$ cat src/rtl/data_sram_lsu.sv
// data_sram_lsu: MEM-stage load/store controller driving an sram-like data port with in-order
// tracking of in-flight accesses. Optional feature macro: ALIGN_CHECK_EN (adds resp_ale).
module data_sram_lsu #(
    parameter int unsigned MAX_OUTSTANDING = 4
) (
    input  logic        clk,
    input  logic        reset,
    input  logic        req_valid,
    output logic        req_ready,
    input  logic        req_wr,
    input  logic [2:0]  req_op,
    input  logic [31:0] req_addr,
    input  logic [31:0] req_wdata,
    input  logic        flush,
    output logic        resp_valid,
    output logic        resp_wr,
    output logic [31:0] resp_data,
`ifdef ALIGN_CHECK_EN
    output logic        resp_ale,
`endif
    output logic        data_sram_req,
    output logic        data_sram_wr,
    output logic [1:0]  data_sram_size,
    output logic [3:0]  data_sram_wstrb,
    output logic [31:0] data_sram_addr,
    output logic [31:0] data_sram_wdata,
    input  logic        data_sram_addr_ok,
    input  logic        data_sram_data_ok,
    input  logic [31:0] data_sram_rdata
);
    localparam int unsigned IdxW = $clog2(MAX_OUTSTANDING);
    localparam int unsigned PtrW = IdxW + 1;
    localparam int unsigned OccW = PtrW + 1;

    typedef struct packed {
        logic       wr;
        logic [2:0] op;
        logic [1:0] off;
        logic       cancel;
    } ent_t;

    logic            pend_valid_q, pend_valid_d;
    logic            pend_wr_q, pend_wr_d;
    logic            pend_cancel_q, pend_cancel_d;
    logic [2:0]      pend_op_q, pend_op_d;
    logic [31:0]     pend_addr_q, pend_addr_d;
    logic [31:0]     pend_wdata_q, pend_wdata_d;
    ent_t            q_mem_q [MAX_OUTSTANDING];
    ent_t            q_mem_d [MAX_OUTSTANDING];
    logic [PtrW-1:0] wptr_q, wptr_d, rptr_q, rptr_d, count;
    logic [OccW-1:0] occ;
    logic            q_empty, q_full, push, pop, accept, misaligned, rsp_hit;
    ent_t            head;
    logic [7:0]      ld_byte;
    logic [15:0]     ld_half;
    logic [31:0]     ld_data;
`ifdef ALIGN_CHECK_EN
    logic            ale_q, ale_d;
`endif

    always_comb begin
        count   = wptr_q - rptr_q;
        q_empty = (wptr_q == rptr_q);
        q_full  = (wptr_q[PtrW-1] != rptr_q[PtrW-1]) && (wptr_q[IdxW-1:0] == rptr_q[IdxW-1:0]);
        head    = q_mem_q[rptr_q[IdxW-1:0]];
        push    = pend_valid_q && data_sram_addr_ok;
        pop     = data_sram_data_ok && !q_empty;
        // A slot freed by this cycle's pop can be reused by this cycle's accept.
        occ     = OccW'(count) + OccW'(pend_valid_q) - OccW'(pop);
        misaligned = 1'b0;
`ifdef ALIGN_CHECK_EN
        misaligned = (req_op[1:0] == 2'd1 && req_addr[0]) ||
                     (req_op[1:0] == 2'd2 && req_addr[1:0] != 2'b00);
`endif
        req_ready = !reset && !flush && (!pend_valid_q || data_sram_addr_ok) &&
                    (occ < OccW'(MAX_OUTSTANDING)) &&
                    (!misaligned || (!pend_valid_q && q_empty));
        accept = req_valid && req_ready;
    end

    always_comb begin
        pend_valid_d  = pend_valid_q;
        pend_wr_d     = pend_wr_q;
        pend_cancel_d = pend_cancel_q;
        pend_op_d     = pend_op_q;
        pend_addr_d   = pend_addr_q;
        pend_wdata_d  = pend_wdata_q;
        if (accept && !misaligned) begin
            pend_valid_d  = 1'b1;
            pend_wr_d     = req_wr;
            pend_cancel_d = 1'b0;
            pend_op_d     = req_op;
            pend_addr_d   = req_addr;
            pend_wdata_d  = req_wdata;
        end else if (push) begin
            pend_valid_d = 1'b0;
        end else if (flush) begin
            pend_cancel_d = 1'b1;
        end

        q_mem_d = q_mem_q;
        if (flush) begin
            for (int i = 0; i < int'(MAX_OUTSTANDING); i++) q_mem_d[i].cancel = 1'b1;
        end
        if (push) begin
            q_mem_d[wptr_q[IdxW-1:0]] = '{wr: pend_wr_q, op: pend_op_q, off: pend_addr_q[1:0],
                                          cancel: pend_cancel_q | flush};
        end
        wptr_d = wptr_q + PtrW'(push);
        rptr_d = rptr_q + PtrW'(pop);
`ifdef ALIGN_CHECK_EN
        ale_d = accept && misaligned;
`endif
    end

    always_ff @(posedge clk or posedge reset) begin
        if (reset) begin
            pend_valid_q  <= 1'b0;
            pend_wr_q     <= 1'b0;
            pend_cancel_q <= 1'b0;
            pend_op_q     <= 3'b000;
            pend_addr_q   <= 32'h0;
            pend_wdata_q  <= 32'h0;
            wptr_q        <= '0;
            rptr_q        <= '0;
            for (int i = 0; i < int'(MAX_OUTSTANDING); i++) q_mem_q[i] <= '0;
`ifdef ALIGN_CHECK_EN
            ale_q         <= 1'b0;
`endif
        end else begin
            pend_valid_q  <= pend_valid_d;
            pend_wr_q     <= pend_wr_d;
            pend_cancel_q <= pend_cancel_d;
            pend_op_q     <= pend_op_d;
            pend_addr_q   <= pend_addr_d;
            pend_wdata_q  <= pend_wdata_d;
            wptr_q        <= wptr_d;
            rptr_q        <= rptr_d;
            q_mem_q       <= q_mem_d;
`ifdef ALIGN_CHECK_EN
            ale_q         <= ale_d;
`endif
        end
    end

    always_comb begin
        data_sram_req   = pend_valid_q;
        data_sram_wr    = pend_wr_q;
        data_sram_size  = pend_op_q[1:0];
        data_sram_addr  = pend_addr_q;
        data_sram_wstrb = 4'b1111;
        data_sram_wdata = pend_wdata_q;
        case (pend_op_q[1:0])
            2'd0: begin
                data_sram_wstrb = 4'b0001 << pend_addr_q[1:0];
                data_sram_wdata = {4{pend_wdata_q[7:0]}};
            end
            2'd1: begin
                data_sram_wstrb = pend_addr_q[1] ? 4'b1100 : 4'b0011;
                data_sram_wdata = {2{pend_wdata_q[15:0]}};
            end
            default: data_sram_wstrb = 4'b1111;
        endcase
        if (!pend_wr_q) data_sram_wstrb = 4'b0000;

        ld_byte = data_sram_rdata[{head.off, 3'b000} +: 8];
        ld_half = data_sram_rdata[{head.off[1], 4'b0000} +: 16];
        case (head.op[1:0])
            2'd0:    ld_data = {{24{ld_byte[7] & ~head.op[2]}}, ld_byte};
            2'd1:    ld_data = {{16{ld_half[15] & ~head.op[2]}}, ld_half};
            default: ld_data = data_sram_rdata;
        endcase

        // Responses popped during a flush belong to the squashed instruction stream.
        rsp_hit    = pop && !head.cancel && !flush;
        resp_valid = rsp_hit;
        resp_wr    = rsp_hit && head.wr;
        resp_data  = (rsp_hit && !head.wr) ? ld_data : 32'h0;
`ifdef ALIGN_CHECK_EN
        resp_valid = rsp_hit || (ale_q && !flush);
        resp_ale   = ale_q && !flush;
`endif
    end

    a_no_orphan_data_ok: assert property (@(posedge clk) disable iff (reset)
        !(data_sram_data_ok && q_empty));
    a_no_overflow: assert property (@(posedge clk) disable iff (reset) !(push && q_full && !pop));

endmodule

$ cat config.mk
export PLATFORM = sky130hd
export DESIGN_NAME = data_sram_lsu
export DESIGN_NICKNAME = d
export VERILOG_FILES = /design/src/rtl/data_sram_lsu.sv
export SDC_FILE = /design/constraint.sdc
export NUM_CORES = 1
export LEC_CHECK = 0
export ABC_AREA = 1
export BUFFER_PORTS_ARGS = -buffer_cell sky130_fd_sc_hd__clkbuf_2
export CORE_MARGIN = 2
export CORE_UTILIZATION = 50
export DETAILED_ROUTE_END_ITERATION = 6
export PLACE_DENSITY = 0.88
export SLEW_MARGIN = 20
export SYNTH_ARGS = -nofsm -noshare
export SYNTH_HDL_FRONTEND = slang
export SYNTH_SLANG_ARGS = --single-unit
export TNS_END_PERCENT = 50
$ cat constraint.sdc
create_clock -name clk -period 8.4 [get_ports clk]
set_input_delay 1.68 -clock clk [delete_from_list [all_inputs] [get_ports clk]]
set_output_delay 1.68 -clock clk [all_outputs]
set_load 0.005 [all_outputs]
* Yosys cells after proc, flatten, opt, wreduce, memory -nomap -nowiden
Index checks and enable logic that the tools add are counted.
W data, S select, Z words.
** Cells by class
- Add/sub/neg operators :: 5
- Order comparisons :: 4
- Equal/unequal tests :: 4
- Shifts and indexed selects :: 3
- Multiplexer cells :: 22
- Bitwise logic cells :: 6
- Reductions and logical operators :: 23
** Operator list (number)
- $pmux W32 S2 :: 2
- $mux W32 :: 1
- $shiftx A32 B6 Y16 :: 1
- $shiftx A32 B6 Y8 :: 1
- $bwmux W28 :: 1
- $mux W22 :: 1
- $mux W7 :: 3
- $bmux W7 S2 :: 1
- $demux W7 S2 :: 1
- $logic_and A1 B1 Y1 :: 11
- $mux W1 :: 9
- $mux W4 :: 2
- $pmux W4 S2 :: 1
- $add A3 B1 Y3 :: 2
- $ge A3 B3 Y1 const B :: 2
- $logic_not A1 Y1 :: 6
- $not A2 Y3 :: 2
- $add A3 B1 Y4 :: 1
- $eq A2 B1 Y1 const B :: 2
- $logic_not A2 Y1 :: 2
- $lt A4 B3 Y1 const B :: 1
- $reduce_bool A2 Y1 :: 2
- $shl A1 B2 Y4 const A :: 1
- $sub A4 B1 Y4 :: 1
- 9 further kinds :: 10
** Word-level totals
- Register bits :: 104
- Output and inout bits :: 107
- Logic and storage cells :: 91

* Depth between registers and ports, before layout
Gate-level depths: netlist of the first run.
- Word-level depth :: 9
- Depth in mapped cells :: 17

* Worst setup path after synthesis of the first run
No wires, ideal clock.
- Path type :: input -> output
- From :: input port reset
- To :: output port req_ready
- Arrival :: 4.859 ns
- Path slack :: 1.861 ns
- Stages :: 6
- Path buffers :: 1
- Path through :: inv_1 -> o21ai_0 -> nor2_1 -> nand2_1 -> nor2_4 -> buf_1
** Between the ends
- Longest elaborated chain between the ends :: 4
** Ends and longest elaborated chain
- from (decl) :: RTL line 7 : input logic reset,
- $logic_not A1 Y1 (no line)
- $logic_and A1 B1 Y1 (3 in series) :: RTL line 75 : req_ready = !reset && !flush && (!pend_valid_q || data_sram_addr_ok) &&
- to (decl) :: RTL line 9 : output logic req_ready,
Every way passes these cells.

* Worst setup path after layout of the first run
- From :: input port data_sram_data_ok
- To :: output port req_ready
** Between the ends
- Longest elaborated chain between the ends :: 4
** Ends and longest elaborated chain
- from (decl) :: RTL line 28 : input logic data_sram_data_ok,
- $logic_and A1 B1 Y1 :: RTL line 67 : pop = data_sram_data_ok && !q_empty;
- $sub A4 B1 Y4 :: RTL line 69 : occ = OccW'(count) + OccW'(pend_valid_q) - OccW'(pop);
- $lt A4 B3 Y1 :: RTL line 76 : (occ < OccW'(MAX_OUTSTANDING)) &&
- $logic_and A1 B1 Y1 :: RTL line 75
Every way passes these cells.

==> impl_metrics.tcl, run 1 <==
set metrics [dict create \
    boundaryPins 213 \
    grt_pass1_wl_um 25900 \
    setup_ws_ns 2.759 \
    rows 39 \
    finalHoldViolCount 0 \
    cts_buffer_depth 2 \
    hold_depth 2 \
    num_vias 5725 \
    fmax_ghz 0.1773 \
    htreeDepth 3 \
    run_status "completed" \
    critPathCaptureType "primary output" \
    total_leakage_power_nw 3.989 \
    yosysSeqAreaShare_pct 45.62 \
    cts_root_buf "clkbuf_16" \
    grt_start_max_net_pins 72 \
    hold_path_startpoint "data_sram_addr[31]$_DFFE_PP0P_" \
    worstSetupPathType "in -> out" \
    dpl-instance-area_um2 6695 \
    power.clock.fraction_pct 15.7 \
    hold_slack_ns 0.4710 \
    die_h_um 110.8 \
    r2r-end "data_sram_addr[25]$_DFFE_PP0P_" \
    cts_resized 0 \
    syn_area_per_cell_um2 7.294 \
    place.port_buffers 212 \
    global_route.overflow_total 0 \
    viasPerCell 5.186 \
    period_share_pct 67.16 \
    fin_area_um2 7002 \
    synth_seq_cells 104 \
    clkTransAtPathRegs_ns 0.07 \
    dieWidth_um 110.8 \
    p_int_w 0.001432 \
    yosysWarnings 0 \
    synth_ff_type "dfrtp_1" \
    syn_area_um2 5704 \
    synthTopCellsByArea "dfrtp_1, nand2_1, nand3_1, o21ai_0, inv_1" \
    ir_worst_vdd_mv 0.2271 \
    p_comb_share_pct 52.4 \
    initial_core_util_pct 50.60 \
    area_growth_pct 22.75 \
    required_ns 6.72 \
    drtIter0Drc 509 \
    reg2reg_slack_ns 4.52 \
    r2r_cells 15 \
    synth_top_cell_by_area "dfrtp_1" \
    diodes 0 \
    grt_pass1_vias 5510 \
    synthCells 782 \
    grt_usage_pct 25.66 \
    antenna_found_initial 0 \
    coreArea_um2 11270 \
    pre_cts_slack_ns 2.834 \
    setup_viol 0 \
    rsz0062_at_grt "false" \
    synth_nets 898 \
    max_slew_margin_pct 43.15 \
    critPathLaunchType "input pin" \
    async_reset_ff_share_pct 100.0 \
    synth-edff-count 0 \
    cts_inserted_buffers 9 \
    clock_latency_ns 0.35 \
    clock_skew_ns 0.004984 \
    slew_violations 0 \
    path_max_fanout 71 \
    nNetsFinal 1072 \
    routed_wl_um 15580 \
    ctsHoldBuffers 0 \
    cts_sinks 104 \
    arrival_ns 3.96 \
    max-cap-violations 0 \
    hp-class "reg -> reg" \
    worstMarginPinSlew_ns 0.8496 \
    dpl.hpwl_um 11150 \
    pwr-share-seq_pct 31.9 \
    min_to "data_sram_addr[31]$_DFFE_PP0P_" \
    r2r_start "rptr_q[0]$_DFF_PP0_" \
    ant_nets 0 \
    post_cts_buffers 0 \
    p_switching_w 0.001274 \
    p_sw_share_pct 47.08 \
    drive_gt1_share_pct 27.16 \
    fillerInstances 1000 \
    place.gp.congestion 0.9000 \
    cts_tree "done" \
    routedWlPerCell_um 14.11 \
    drtPass1Iterations 5 \
    fin_tns_setup_ns 0 \
    die_area_um2 12280 \
    ys_types 29 \
    power.density_nw_per_um2 386.5 \
    period_needed_ns 5.641 \
    yosysTopAreaCellShare_pct 45.62 \
    drc 0 \
]
final cells by class:
| cell class | count | area [um2] | share of cell area [%] |
|---|---|---|---|
| Clock buffer | 10 | 239.0 | 3.413 |
| Clock inverter | 6 | 67.56 | 0.9650 |
| Inverter | 52 | 197.7 | 2.823 |
| Multi-Input combinational cell | 572 | 2618 | 37.38 |
| Sequential cell | 104 | 2603 | 37.17 |
| Tap cell | 143 | 178.9 | 2.555 |
| Timing Repair Buffer | 217 | 1099 | 15.69 |
logic make-up (layout without fill, tap and decap cells):
family / after synthesis / in the layout / share of synthesized area (%)
compound gates: 106 / 106 / 9.651
xor+xnor: 4 / 4 / 0.6143
fa+ha+maj: 10 / 10 / 2.325
buf+inv: 106 / 285 / 8.532
flops: 104 / 104 / 45.62
simple gates: 452 / 452 / 33.25
power by group through the flow:
stage / registers (W) / logic, W / clock network [W]
4_1_cts: 0.000861 / 0.00142 / 0.000432
2_1_floorplan: 0.000814 / 0.00105 / 0
3_5_place_dp: 0.000867 / 0.00141 / 0
6_report: 0.000863 / 0.00142 / 0.000425
5_1_grt: 0.000886 / 0.00161 / 0.000454
3_3_place_gp: 0.000861 / 0.00137 / 0
sequential cells by signal, summed over array words and instances, names as in the netlist:
signal and count:
data_sram_addr 32, data_sram_req 1, data_sram_wr 1, pend_cancel_q 1, pend_op_q 3, pend_wdata_q 32
q_mem_q 28, rptr_q 3, wptr_q 3
critical path: stages:
cell and delay [ns]:
clkbuf_2 0.07, inv_1 0.03, a31oi_1 0.33, ha_1 0.23, inv_1 0.04, ha_1 0.26, nand2_1 0.07, nand2_1 0.06
xnor2_1 0.13, o21ai_1 0.13, nor2_4 0.11, buf_4 0.58, clkbuf_2 0.23
routing by layer:
metal,global-route usage [%],wire length [um],up-vias
met5,0,0,-
met4,10.33,422,0
met3,7.436,1470,31
met2,44.17,7553,260
met1,30.21,6135,2611
li1,-,-,2823
per-stage QoR:
step	utilization (%)	instances	power (W)
4_1_cts	62.12	1104	0.002713
3_3_place_gp	59.40	1088	0.002227
3_5_place_dp	59.40	1088	0.002273
6_report	62.12	1104	0.002706
5_1_grt	62.12	1104	0.002954
2_1_floorplan	-	782	0.001863
cell usage in the layout, fill, tap and decap left out, types with 11 or more instances in the layout:
cell | Yosys | routed
a21oi_1 | 22 | 22
clkbuf_2 | 0 | 212
dfrtp_1 | 104 | 104
inv_1 | 49 | 48
nand2_1 | 306 | 305
nand3_1 | 83 | 83
nor2_1 | 36 | 36
nor2_2 | 11 | 11
o21ai_0 | 65 | 65
o21ai_1 | 11 | 11
cells in the mapped netlist (2+ instances only):
| master | n |
|---|---|
| nand2_4 | 3 |
| nor3_1 | 3 |
| xor2_1 | 2 |
| dfrtp_1 | 104 |
| ha_1 | 9 |
| nor2_2 | 11 |
| nand2_1 | 306 |
| buf_1 | 6 |
| o21ai_1 | 11 |
| clkbuf_1 | 25 |
| nand3_1 | 83 |
| o211ai_1 | 6 |
| inv_1 | 49 |
| xnor2_1 | 2 |
| nor2_4 | 2 |
| nor2_1 | 36 |
| inv_2 | 3 |
| nand2_2 | 4 |
| buf_2 | 5 |
| o21ai_0 | 65 |
| buf_4 | 14 |
| nand3_2 | 2 |
| a21oi_1 | 22 |
| buf_6 | 4 |
worst max path at each step:
stage                                 start        end  slack [ns]  cells past startpoint
after floorplan                       reset  req_ready        1.86                      6
after global placement    data_sram_data_ok  req_ready        2.89                     13
after detailed placement  data_sram_data_ok  req_ready        2.83                     13
after CTS                 data_sram_data_ok  req_ready        2.76                     13
after global routing      data_sram_data_ok  req_ready        2.57                     13
final                     data_sram_data_ok  req_ready        2.76                     13
No activity file was read; power rests on OpenSTA's default activity.
==> run 2, diff against run 1 <==
clock period = 5.7 ns   (was 8.4 ns; I/O delays follow)
==> run 2 against run 1 <==
Wire length is 0.49% lower. Final area up 0.21%. Non-clock buffer count grew 1. First-iteration DRC count down 7.9%. Global-route usage is 0.057 points higher. Total power up 47%. Worst hold slack worse by 0.0023 ns. Utilization is 0.13 points higher. Sequential power increased by 47%. Die area unchanged. Critical endpoint is now resp_data[15]. Clock-buffer cell count up 1. Critical path depth grew 1.
==> impl_metrics.tcl, run 2 (synthesized netlist as in run 1, its figures left out) <==
set metrics [dict create \
    cts_tree "done" \
    viasPerCell 5.253 \
    dpl-instance-area_um2 6703 \
    grt_pass1_vias 5520 \
    clock_latency_ns 0.34 \
    fin_util_pct 62.25 \
    power.density_nw_per_um2 567.8 \
    slew_violations 0 \
    crit_slowest_cell "dfrtp_1" \
    max_slew_margin_pct 42.67 \
    setup_ws_ns 1.516 \
    period_share_pct 73.40 \
    diodes 0 \
    grt_start_max_net_pins 71 \
    initial_core_util_pct 50.60 \
    place.gp.congestion 0.9045 \
    hp-class "reg -> reg" \
    fin_area_um2 7017 \
    final_common_cell "nand2_1" \
    grt_pass1_wl_um 26150 \
    fmax_ghz 0.2390 \
    worstMarginPinSlew_ns 0.8568 \
    worstSetupPathType "reg -> out" \
    area_growth_pct 23.01 \
    crit_top_cell "nand2_1" \
    cts_inserted_buffers 9 \
    global_route.overflow_total 0 \
    cts_root_buf "clkbuf_16" \
    routed_wl_um 15500 \
    drtPass1Iterations 5 \
    seqCellArea_um2 2603 \
    boundaryPins 213 \
    place.port_buffers 212 \
    drtIter0Drc 469 \
    ant_nets 0 \
    clock_skew_ns 0.004897 \
    pre_cts_slack_ns 1.802 \
    routedWlPerCell_um 14.03 \
    mostFrequentLayoutCells "nand2_1, clkbuf_2, dfrtp_1" \
    die_h_um 110.8 \
    post_cts_buffers 0 \
    cts_resized 0 \
    drc 0 \
    critPathLaunchType "flop" \
    htreeDepth 3 \
    setup_viol 0 \
    coreArea_um2 11270 \
    finalHoldViolCount 0 \
    max_stage_delay_ns 0.65 \
    drive_gt1_share_pct 27.23 \
    cts_buffer_depth 2 \
    fillerInstances 975 \
    multi_input_area_um2 2618 \
    num_vias 5805 \
    arrival_ns 3.04 \
    path_max_fanout 18 \
    required_ns 4.56 \
    ir_worst_vdd_mv 0.3175 \
    dpl.hpwl_um 11200 \
    max-cap-violations 0 \
    nNetsFinal 1073 \
    rsz0062_at_grt "false" \
    fin_tns_setup_ns 0 \
    ctsHoldBuffers 0 \
    rows 39 \
    dieWidth_um 110.8 \
    path_cells "inv_2 > nand2_1 > nand3_1 > nand2_1 > buf_4 > nand2_1 > nand2_1 > nand2_1 > nand2_2 > nand2_4 > nand2_2 > nand2_4 > nor2_1 > clkbuf_2" \
    run_status "completed" \
    total_power_w 0.003984 \
    grt_usage_pct 25.72 \
    cts_sinks 104 \
    clkTransAtPathRegs_ns 0.07 \
    antenna_found_initial 0 \
    die_area_um2 12280 \
    critPathCaptureType "primary output" \
    period_needed_ns 4.184 \
    total_leakage_power_nw 4.005 \
]
run 2: changes by cell type in the layout (fill, tap and decap cells not counted), sizes merged:
cell      previous run  this run
clkbuf             222       223
inv                 53        54
buf                  5         6
clkinvlp             2         0
run 2: path summary, 6_finish.rpt:
check / startpoint / endpoint / slack, ns / depth (start not counted)
max in group asynchronous: reset / pend_wdata_q[13]$_DFFE_PP0P_ / 3.70 / 3
hold reg to reg: data_sram_addr[3]$_DFFE_PP0P_ / data_sram_addr[3]$_DFFE_PP0P_ / 0.47 / 2
min in group asynchronous: reset / data_sram_addr[8]$_DFFE_PP0P_ / 0.79 / 2
hold / removal: data_sram_addr[3]$_DFFE_PP0P_ / data_sram_addr[3]$_DFFE_PP0P_ / 0.47 / 2
setup / recovery: rptr_q[0]$_DFF_PP0_ / resp_data[15] / 1.52 / 14
setup reg to reg: rptr_q[1]$_DFF_PP0_ / data_sram_addr[20]$_DFFE_PP0P_ / 2.00 / 16
run 2: final cells by class:
type                       instances  area share, %
clock inverter                     5         0.8738
clock buffer                      11          3.602
inverter                          52          2.817
timing repair buffer             218          15.76
tap                              143          2.550
sequential                       104          37.09
multi-input combinational        572          37.30
run 2: critical path: cells and delay by family (launching register included):
kind          cells  cell delay (ns)
simple gates     11             1.42
flops             1             0.65
buf+inv           3             0.63
run 2: through the flow:
step           hold WS, ns  cells
3_3_place_gp        0.4536   1089
6_report            0.4686   1105
5_1_grt             0.4974   1105
2_1_floorplan       0.4417    782
4_1_cts             0.4747   1105
3_5_place_dp        0.4594   1089
run 2: power by group:
group | internal [W] | total (W) | switching (W)
logic | 0.000731 | 0.00208 | 0.00135
clock network | 0.000368 | 0.000640 | 0.000272
registers | 0.00103 | 0.00127 | 0.000238
run 2: layer usage:
metal | part of all wire, % | vias to the layer above | track usage (%) | routed length (um)
met5 | 0 | - | 0 | 0
met4 | 2.6 | 0 | 8.917 | 397
met3 | 9.8 | 36 | 7.654 | 1524
met2 | 49 | 282 | 43.44 | 7580
met1 | 39 | 2657 | 31.52 | 6001
li1 | - | 2830 | - | -
